$ cat src/rtl/wb_timer.sv
// wb_timer: Wishbone-slave programmable timer.
// A 16-bit prescaler produces ticks that advance a 32-bit COUNT.
// When COUNT equals COMPARE on a tick, MATCH is raised. MATCH can drive
// a level interrupt, and COUNT can optionally reload to zero at that point.
// Every bus request is acknowledged one cycle later. The acknowledge is
// single-cycle, so back-to-back requests complete at most every other cycle.

module wb_timer #(
    parameter int WB_AD_WIDTH  = 32,
    parameter int WB_DAT_WIDTH = 32
) (
    input  logic                      clk,
    input  logic                      rst,
    input  logic                      wbs_cyc_i,
    input  logic                      wbs_stb_i,
    input  logic                      wbs_we_i,
    input  logic [WB_AD_WIDTH-1:0]    wbs_addr_i,
    input  logic [WB_DAT_WIDTH-1:0]   wbs_wdata_i,
    input  logic [WB_DAT_WIDTH/8-1:0] wbs_sel_i,
    output logic [WB_DAT_WIDTH-1:0]   wbs_rdata_o,
    output logic                      wbs_ack_o,
    output logic                      irq_o
);

    // Word offsets (byte address bits [7:2]).
    localparam logic [5:0] OFF_CTRL     = 6'h00;
    localparam logic [5:0] OFF_PRESCALE = 6'h01;
    localparam logic [5:0] OFF_COUNT    = 6'h02;
    localparam logic [5:0] OFF_COMPARE  = 6'h03;
    localparam logic [5:0] OFF_STATUS   = 6'h04;

    // Architectural registers.
    logic [2:0]  ctrl;        // bit0 EN, bit1 AUTO_RELOAD, bit2 IRQ_EN
    logic [15:0] prescale;
    logic [31:0] count;
    logic [31:0] compare;
    logic        match;
    logic [15:0] pre_cnt;

    // Bus decode.
    logic        req;
    logic        wr_en;
    logic        rd_en;
    logic [5:0]  offset;
    logic        wr_ctrl;
    logic        wr_prescale;
    logic        wr_count;
    logic        wr_compare;
    logic        wr_status;
    logic [31:0] rd_val;

    // Timer datapath.
    logic        en_run;
    logic        tick;
    logic        hit;
    logic        clear_match;

    // Address bits outside [7:2] are deliberately ignored.
    logic        addr_unused;
    assign addr_unused = ^{wbs_addr_i[WB_AD_WIDTH-1:8], wbs_addr_i[1:0]};

    // A new request is only accepted while no acknowledge is being presented.
    assign req    = wbs_cyc_i & wbs_stb_i & ~wbs_ack_o;
    assign wr_en  = req & wbs_we_i;
    assign rd_en  = req & ~wbs_we_i;
    assign offset = wbs_addr_i[7:2];

    assign wr_ctrl     = wr_en & (offset == OFF_CTRL);
    assign wr_prescale = wr_en & (offset == OFF_PRESCALE);
    assign wr_count    = wr_en & (offset == OFF_COUNT);
    assign wr_compare  = wr_en & (offset == OFF_COMPARE);
    assign wr_status   = wr_en & (offset == OFF_STATUS);

    // A CTRL write that clears EN stops the timer in that same cycle.
    assign en_run = ctrl[0] & ~(wr_ctrl & wbs_sel_i[0] & ~wbs_wdata_i[0]);
    assign tick   = en_run & (pre_cnt == prescale);
    assign hit    = tick & (count == compare);

    // W1C on STATUS bit0. A simultaneous new match takes precedence.
    assign clear_match = wr_status & wbs_sel_i[0] & wbs_wdata_i[0];

    assign irq_o = match & ctrl[2];

    // Merge write data into a 32-bit register one byte lane at a time.
    function automatic logic [31:0] merge_lanes(input logic [31:0] cur,
                                                input logic [31:0] nv,
                                                input logic [3:0]  be);
        logic [31:0] res;
        res = cur;
        for (int i = 0; i < 4; i++) begin
            if (be[i]) res[8*i +: 8] = nv[8*i +: 8];
        end
        return res;
    endfunction

    // Read multiplexer; unmapped offsets return zero.
    always_comb begin
        // NOTE: rd_val gets a default before the case so every path assigns it and no latch is inferred.
        rd_val = '0;
        case (offset)
            OFF_CTRL:     rd_val = {29'd0, ctrl};
            OFF_PRESCALE: rd_val = {16'd0, prescale};
            OFF_COUNT:    rd_val = count;
            OFF_COMPARE:  rd_val = compare;
            OFF_STATUS:   rd_val = {31'd0, match};
            default:      rd_val = '0;
        endcase
    end

    // Acknowledge and registered read data; rdata is zero outside a read ack.
    always_ff @(posedge clk) begin
        // NOTE: clocked state is assigned with <= so all registers update together from pre-edge values.
        if (rst) begin
            wbs_ack_o   <= 1'b0;
            wbs_rdata_o <= '0;
        end else begin
            wbs_ack_o   <= req;
            wbs_rdata_o <= rd_en ? rd_val : '0;
        end
    end

    // Configuration registers written from the bus with byte-lane enables.
    always_ff @(posedge clk) begin
        if (rst) begin
            ctrl     <= '0;
            prescale <= '0;
            compare  <= '0;
        end else begin
            if (wr_ctrl && wbs_sel_i[0]) ctrl <= wbs_wdata_i[2:0];
            if (wr_prescale) begin
                if (wbs_sel_i[0]) prescale[7:0]  <= wbs_wdata_i[7:0];
                if (wbs_sel_i[1]) prescale[15:8] <= wbs_wdata_i[15:8];
            end
            if (wr_compare) compare <= merge_lanes(compare, wbs_wdata_i, wbs_sel_i);
        end
    end

    // Prescaler: wraps at PRESCALE while enabled; a PRESCALE write restarts it.
    always_ff @(posedge clk) begin
        if (rst) begin
            pre_cnt <= '0;
        end else if (wr_prescale) begin
            pre_cnt <= '0;
        end else if (en_run) begin
            pre_cnt <= (pre_cnt == prescale) ? 16'd0 : pre_cnt + 16'd1;
        end
    end

    // Main counter: a bus write beats the tick update, and a match may reload it.
    always_ff @(posedge clk) begin
        if (rst) begin
            count <= '0;
        end else if (wr_count) begin
            count <= merge_lanes(count, wbs_wdata_i, wbs_sel_i);
        end else if (tick) begin
            count <= (hit && ctrl[1]) ? 32'd0 : count + 32'd1;
        end
    end

    // Sticky MATCH flag: set on a compare hit, cleared by a W1C to STATUS.
    always_ff @(posedge clk) begin
        if (rst) begin
            match <= 1'b0;
        end else if (hit) begin
            match <= 1'b1;
        end else if (clear_match) begin
            match <= 1'b0;
        end
    end

endmodule

$ cat config.mk
export PLATFORM = sky130hd
export DESIGN_NAME = wb_timer
export DESIGN_NICKNAME = d
export VERILOG_FILES = /design/src/rtl/wb_timer.sv
export SDC_FILE = /design/constraint.sdc
export NUM_CORES = 1
export LEC_CHECK = 0
export CAP_MARGIN = 10
export CORE_MARGIN = 2
export CORE_UTILIZATION = 58
export DETAILED_ROUTE_END_ITERATION = 10
export PLACE_DENSITY = 0.87
export SYNTH_ARGS = -nofsm -noshare
export SYNTH_HDL_FRONTEND = slang
export SYNTH_SLANG_ARGS = --single-unit
$ cat constraint.sdc
create_clock -name clk -period 7.94 [get_ports clk]
set_clock_uncertainty 0.2 [all_clocks]
set_input_delay 1.191 -clock clk [delete_from_list [all_inputs] [get_ports clk]]
set_output_delay 1.191 -clock clk [all_outputs]
set_load 0.01 [all_outputs]
# Word-level counts from Yosys, hierarchy flattened
# Cells that the tools add are included.
# Widths: inputs -> output; s select.
# totals
register_bits	133
latch_bits	0
ramBits	0
mem_bits_ro	0
in_bits	73
output_inout_bits	34
wordCells	77
n_memories	0
# classes
n_addsub	2
n_mul	0
n_div	0
n_lt_le_gt_ge	0
n_eq_ne	10
shifts	0
mux	11
bitwise_logic	22
reduce_logical	17
# ops
operator	n
$pmux 32 s5	1
$mux 32	3
$add 32x1->32 const B	1
$eq 32x32->1	1
$mux 8	4
$reduce_and 2->1	10
$and 1x1->1	17
$add 16x1->16 const B	1
$eq 16x16->1	1
$mux 16	1
$eq 6x2->1 const B	2
$ne 2x2->1 const B	4
$eq 6x1->1 const B	1
$eq 6x3->1 const B	1
$logic_not 6->1	1
$not 1->1	5
$reduce_bool 2->1	2
$reduce_or 2->1	2
$logic_and 1x1->1	2
$mux 1	2

# Logic depth before layout (Yosys ltp)
# Gate-level depths: netlist (run 1).
# logic_depth
word_depth	14
depth_mapped	10
depth_no_buf	8

# Least setup slack after synthesis (run 1)
# Ideal clock, no wire load.
# synth_path
kind	input -> register
startpoint	input port wbs_addr_i[5]
endpoint	register count[21]
setup_ns	0.074
arrival_time_ns	2.813
required_time_ns	7.666
setup_slack_ns	4.852
stages	8
path_buffers	1
path_cell_list	or3_4 -> nor4b_4 -> and2_1 -> a31oi_2 -> buf_2 -> nor3_2 -> o21ai_1 -> a31oi_1
# synth_between
elab_chain_len	12
word_cells_on_any_way	17
classes_between	2 x eq/ne; 3 x mux; 8 x bitwise; 4 x reduce/logical
# synth_rtl
item	line	source
start: declaration	17	input logic [WB_AD_WIDTH-1:0] wbs_addr_i,
$logic_not 6->1	68	assign wr_ctrl = wr_en & (offset == OFF_CTRL);
$and 1x1->1	68	
$and 1x1->1 (2 in a row)	75	assign en_run = ctrl[0] & ~(wr_ctrl & wbs_sel_i[0] & ~wbs_wdata_i[0]);
$not 1->1	75	
$and 1x1->1	75	
$and 1x1->1	76	assign tick = en_run & (pre_cnt == prescale);
$and 1x1->1	77	assign hit = tick & (count == compare);
$logic_and 1x1->1	156	count <= (hit && ctrl[1]) ? 32'd0 : count + 32'd1;
$mux 32	156	
$mux 32	155	end else if (tick) begin
$mux 32	153	end else if (wr_count) begin
end signal: assignment	154	count <= merge_lanes(count, wbs_wdata_i, wbs_sel_i);
end signal: assignment	156	
end: declaration	35	logic [31:0] count;
# Several ways; a longest one is shown, not always the timed one. The select of a mux whose other input is x is not followed.
# A chain may end at the register's enable or synchronous reset.

# Worst setup path after layout (run 1)
# layout_path
startpoint	input port wbs_addr_i[2]
endpoint	register count[5]
# The elaborated chain is that of the path after synthesis.

==> metrics.txt, run 1 <==
post-route clock period utilization=roughly 58%; Required @ worst endpoint=between 8000 and 9000 ps; worst path bufs/invs=1; Synth cell types=68; H-tree Lvls=4; Internal=1.15 mW; Clock transition at path regs=around 60 ps; setup TNS=0 ps; Crit. End Element=flip-flop; critical-path cell list=clkdlybuf4s50_1 -> nor3_1 -> a41oi_2 -> nand2_1 -> nor4_4 -> nor2_2 -> and3_1 -> a221o_1; number of top-level pins=107; Leakage Power=~3.0 nW; post-route DRC violation count=0; HPWL after DPL=12.8 mm; via count=roughly 6,700; startpoint types=input pin; FFs w/ async S/R, synth=0%; Clock Path Buffers=2; post-layout utilization of the core=a little over two thirds; CTS Sinks=around 130; Slew HR=between 30% and 40%; DP Cell Count=roughly 1,000; Tot Pwr=around 1.5 mW; vias per cell=6.46; largest net degree at the start of global routing=83; dpl cell area=7550 um2; DR iter-0 viols=about 800; synth-to-layout area growth=19.1%; Synth Instances=836; post-CTS setup buffers=0; maximum VDD drop=~190 uV; Final Hold Vio Count=0; Slew Limit Fails=0; vias in the first global route=slightly above 6,000; mean post-synth cell area=slightly above 8 um2; initial antenna violation count=0; Die W=112 um; number of I/O port buffers=80; Comb pwr share=roughly 6%; CP arrival=roughly 4700 ps; status=completed; YS warnings=0; final instance count without filler cells=1,035; die height=112 um; global-route wire length before repair=30.6 mm; DRT antenna net count=0; RSZ-0062 raised after global routing=no; TritonCTS clock tree=done; CP Class=in -> reg; design area=~8000 um2; gpl congestion=roughly 0.95; delay-heaviest family, CP=simple AND/OR/NAND/NOR gates; crit-path max FO=21; dominant synthesized flop cell=dfxtp_1; TritonRoute pass-1 iters=6; most common cell after layout, fill and taps aside=dfxtp_1; clk root buf=clkbuf_16; post_cts resized=0; Max Fclk=between 200 and 250 MHz; MaxCap Viol Count=0; Skew-Pair Late Insertion Delay=approximately 430 ps; Total GRT Usage=a little under a third; cts hold-fix bufs=0; Die ar.=12,600 um2; worst hold path class=reg -> reg; FILL cells=908; share of cells above drive strength 1=~7.5%; WL final=~19 mm; CP max stage delay=slightly above 1000 ps; Final Critical Period=between 4000 and 5000 ps; core footprint=11,400 um2; Switch Pwr=approximately 0.34 mW; Multi-input gate area=3830 um2; clock share of power=between 40% and 50%; nets@finish=about 960; Post-synth EDFFs=0; Sw Ratio=23.0%; sequential fraction of the synthesis area=39.2%; Least-Margin Pin Slew=around 910 ps; PwrDens=between 150 and 200 nW/um2; most frequent cells in the layout=dfxtp_1 (133), nand2_1 (130), clkdlybuf4s50_1 (79); Initial Util=59.4%; syn_nets=between 900 and 1,000; WL/cell=between 15 and 20 um; Antenna diodes=0; # setup viols final=0; total grt overflow=0; Max stage delay cell, worst path=clkdlybuf4s50_1; Num CTS Buffers=17; Mapped Area=roughly 6800 um2; FF+latch area=2660 um2; flops & latches, synth=133; row cnt=39; share of power burned in registers=between 40% and 50%
## per-layer routing
| layer | share of wire, % | global-route usage [%] | vias up |
|---|---|---|---|
| met5 | 0 | 0 | - |
| met1 | 41 | 39.4 | 3112 |
| li1 | - | - | 3091 |
| met3 | 10 | 9.07 | 67 |
| met2 | 45 | 46.5 | 416 |
| met4 | 3.6 | 14.6 | 0 |
## flip-flops by register name, indices dropped and copies added (netlist names)
| register | count |
|---|---|
| wbs_rdata_o | 32 |
| wbs_ack_o | 1 |
| count | 32 |
| compare | 32 |
| ctrl | 3 |
| prescale | 16 |
| pre_cnt | 16 |
| match | 1 |
## synthesized netlist by cell type, types with 11 or more instances
| master | count | area (um2) |
|---|---|---|
| a31oi_1 | 12 | 75.1 |
| nor4_1 | 18 | 113 |
| nor2_1 | 71 | 267 |
| buf_2 | 16 | 80.1 |
| and3_1 | 14 | 87.6 |
| mux2_2 | 17 | 191 |
| xor2_1 | 59 | 517 |
| nand2_1 | 130 | 488 |
| o21ai_0 | 23 | 115 |
| nand3_1 | 54 | 270 |
| clkbuf_1 | 40 | 150 |
| and2_1 | 11 | 68.8 |
| nand4_1 | 19 | 119 |
| dfxtp_1 | 133 | 2660 |
| a21oi_1 | 62 | 310 |
| a22oi_1 | 37 | 278 |
## final timing paths
| path | start | endpoint | slack (ps) | cells past startpoint |
|---|---|---|---|---|
| hold reg to reg | wbs_ack_o$_SDFF_PP0_ | wbs_ack_o$_SDFF_PP0_ | 280 | 1 |
| setup / recovery | wbs_addr_i[2] | count[5]$_SDFFE_PP0P_ | 3330 | 8 |
| hold / removal | wbs_ack_o$_SDFF_PP0_ | wbs_ack_o$_SDFF_PP0_ | 280 | 1 |
| setup reg to reg | wbs_ack_o$_SDFF_PP0_ | count[5]$_SDFFE_PP0P_ | 4610 | 7 |
## power groups by stage
stage | logic (mW) | clock network, mW | registers (mW)
after floorplan | 0.0519 | 0 | 0.692
after global placement | 0.0870 | 0 | 0.701
after detailed placement | 0.0871 | 0 | 0.701
after CTS | 0.0882 | 0.718 | 0.687
after global routing | 0.0957 | 0.745 | 0.689
final | 0.0904 | 0.714 | 0.688
## kinds of logic after synthesis
logic type,count (synthesis),share of synthesized area [%]
XOR/XNOR,64,8.26
buffers and inverters,70,4.37
flip-flops,133,39.2
multiplexers,21,3.41
AND/OR/NAND/NOR,362,26.3
AO/OA/AOI/OAI,184,18.0
adder cells (fa/ha/maj),2,0.369
## final cells by class
type | count | area share (%)
flip-flops and latches | 133 | 33.0
clock buffers | 27 | 6.35
clock inverters | 4 | 0.248
repair buffers | 87 | 10.5
inverters | 8 | 0.372
multi-input cells | 633 | 47.4
well taps | 143 | 2.21
## through the flow
step	hold slack, ps	setup WS, ps
6_report	279	3330
4_1_cts	280	3470
3_5_place_dp	273	3020
2_1_floorplan	254	4850
3_3_place_gp	266	3070
5_1_grt	295	3200
Note: power is estimated with default switching activity, not from simulation.
==> run 2: changes to the inputs <==
--- a/config.mk
+++ b/config.mk
@@ -7,9 +7,9 @@
 export LEC_CHECK = 0
 export CAP_MARGIN = 10
 export CORE_MARGIN = 2
-export CORE_UTILIZATION = 58
+export CORE_UTILIZATION = 54
 export DETAILED_ROUTE_END_ITERATION = 10
-export PLACE_DENSITY = 0.87
+export PLACE_DENSITY = 0.82
 export SYNTH_ARGS = -nofsm -noshare
 export SYNTH_HDL_FRONTEND = slang
 export SYNTH_SLANG_ARGS = --single-unit
==> constraint.sdc (replaced) <==
create_clock -name clk -period 4.8 [get_ports clk]
set_clock_uncertainty 0.2 [all_clocks]
set_input_delay 0.72 -clock clk [delete_from_list [all_inputs] [get_ports clk]]
set_output_delay 0.72 -clock clk [all_outputs]
set_load 0.01 [all_outputs]
==> run 2 against run 1 <==
Effect of this change:
- flip-flop and latch count unchanged
- sequential share of layout area decreased by 0.40 points
- combinational power increased by 67%
- setup slack got worse by 2200 ps
- design area increased by 1.2%
- die area increased by 7.1%
- clock power increased by 74%
- count of clock-buffer cells in the layout decreased by 8
- via count decreased by 0.72%
==> metrics.txt, run 2 (same netlist as run 1, synthesis figures left out) <==
Die W=approximately 120 um; most frequent cells in the layout=dfxtp_1 (133), nand2_1 (130), clkdlybuf4s50_1 (79); most common cell after layout, fill and taps aside=dfxtp_1; core footprint=12,200 um2; Initial Util=between 50% and 60%; number of top-level pins=107; Num CTS Buffers=17; largest net degree at the start of global routing=between 40 and 50; Hold Path Depth=2; share of cells above drive strength 1=8.57%; initial antenna violation count=0; Least-Margin Pin Slew=809 ps; startpoint types=input pin; HPWL after DPL=~13 mm; CP arrival=roughly 3800 ps; synth-to-layout area growth=20.5%; Hold Path End=compare[31]$_SDFFE_PP0P_; TritonRoute pass-1 iters=5; H-tree Lvls=4; worst hold path class=reg -> reg; number of I/O port buffers=80; Die ar.=13,500 um2; post-CTS setup buffers=0; status=completed; DRT antenna net count=0; cts hold-fix bufs=0; maximum VDD drop=about 230 uV; CP Class=in -> reg; vias in the first global route=6,036; global-route wire length before repair=30.7 mm; Worst R2R Setup Slack=roughly 1700 ps; Slew Limit Fails=0; worst r2r dst=count[3]$_SDFFE_PP0P_; PwrDens=about 310 nW/um2; Skew-Pair Late Insertion Delay=420 ps; hold_sp=compare[31]$_SDFFE_PP0P_; setup TNS=0 ps; Clock transition at path regs=approximately 60 ps; Worst R2R Start=count[5]$_SDFFE_PP0P_; Required @ worst endpoint=around 5000 ps; clk root buf=clkbuf_16; via count=6,638; Crit. End Element=flip-flop; Hold WS=between 200 and 300 ps; vias per cell=6.23; Max Fclk=~270 MHz; WL/cell=roughly 18 um; row cnt=40; gpl congestion=0.924; Antenna diodes=0; TritonCTS clock tree=done; die height=around 120 um; total grt overflow=0; Total GRT Usage=roughly 29%; post_cts resized=0; post-route DRC violation count=0; FF-to-FF path depth=7; RSZ-0062 raised after global routing=no; Final Hold Vio Count=0; DR iter-0 viols=812; # setup viols final=0; Clock Path Buffers=2; MaxCap Viol Count=0; CTS Sinks=about 130; WL final=between 15 and 20 mm; crit-path max FO=25; nets@finish=slightly below 1,000; biggest regs=compare: 32 flops, count: 32 flops, wbs_rdata_o: 32 flops; Slew HR=between 40% and 50%; post-route clock period utilization=between 70% and 80%; Final Critical Period=approximately 3600 ps; Leakage Power=roughly 3.0 nW
==> run 2: cell count changes in the layout (fill, tap and decap cells not counted) <==
| cell | delta |
|---|---|
| clkinv_2 | +5 |
| buf_4 | +6 |
| clkbuf_1 | -4 |
| clkinvlp_4 | +1 |
| bufinv_16 | +2 |
| clkbuf_8 | -4 |
==> run 2: worst max-delay path by stage <==
| stage | cells past startpoint | to | from | slack, ps |
|---|---|---|---|---|
| after global routing | 7 | count[14]$_SDFFE_PP0P_ | wbs_addr_i[4] | 970 |
| after detailed placement | 7 | count[6]$_SDFFE_PP0P_ | wbs_addr_i[4] | 770 |
| after global placement | 7 | count[6]$_SDFFE_PP0P_ | wbs_addr_i[4] | 870 |
| after floorplan | 8 | count[21]$_SDFFE_PP0P_ | wbs_addr_i[5] | 2180 |
| after CTS | 7 | count[6]$_SDFFE_PP0P_ | wbs_addr_i[4] | 1210 |
| final | 7 | count[6]$_SDFFE_PP0P_ | wbs_addr_i[4] | 1160 |
==> run 2: where the power goes <==
part	leakage, nW	internal, mW	switching [mW]
registers	1.07	1.12	0.0227
clock network	0.281	0.764	0.472
logic	1.69	0.0644	0.0870
==> run 2: critical path, stage by stage <==
cell             delay, ps
clkdlybuf4s50_1        540
nor4_4                 550
a41oi_2                530
and2_1                 350
a31oi_4                620
o21ai_0                210
a211oi_1               240
==> run 2: metal layers <==
layer  global-route usage (%)  part of all wire (%)
met1                     38.8                    41
met2                     47.8                    47
met3                     5.92                   9.7
met4                     10.9                   2.4
met5                        0                     0
==> run 2: stage by stage <==
stage / instance area, um2 / power [mW] / worst slack [ps] / util, % / cells
floorplan: 6790 / 1.23 / 2180 / - / 836
global placement: 7620 / 1.31 / 866 / 62.7 / 1035
detailed placement: 7620 / 1.31 / 774 / 62.7 / 1035
CTS: 8180 / 2.53 / 1210 / 67.3 / 1066
global route: 8180 / 2.59 / 968 / 67.3 / 1066
finish: 8180 / 2.53 / 1160 / 67.3 / 1066
==> run 2: layout make-up <==
type	instances	area, um2
Clock buffer	19	443
Clock inverter	12	113
Fill cell	1000	3980
Inverter	8	30.0
Multi-Input combinational cell	633	3830
Sequential cell	133	2660
Tap cell	168	210
Timing Repair Buffer	93	893
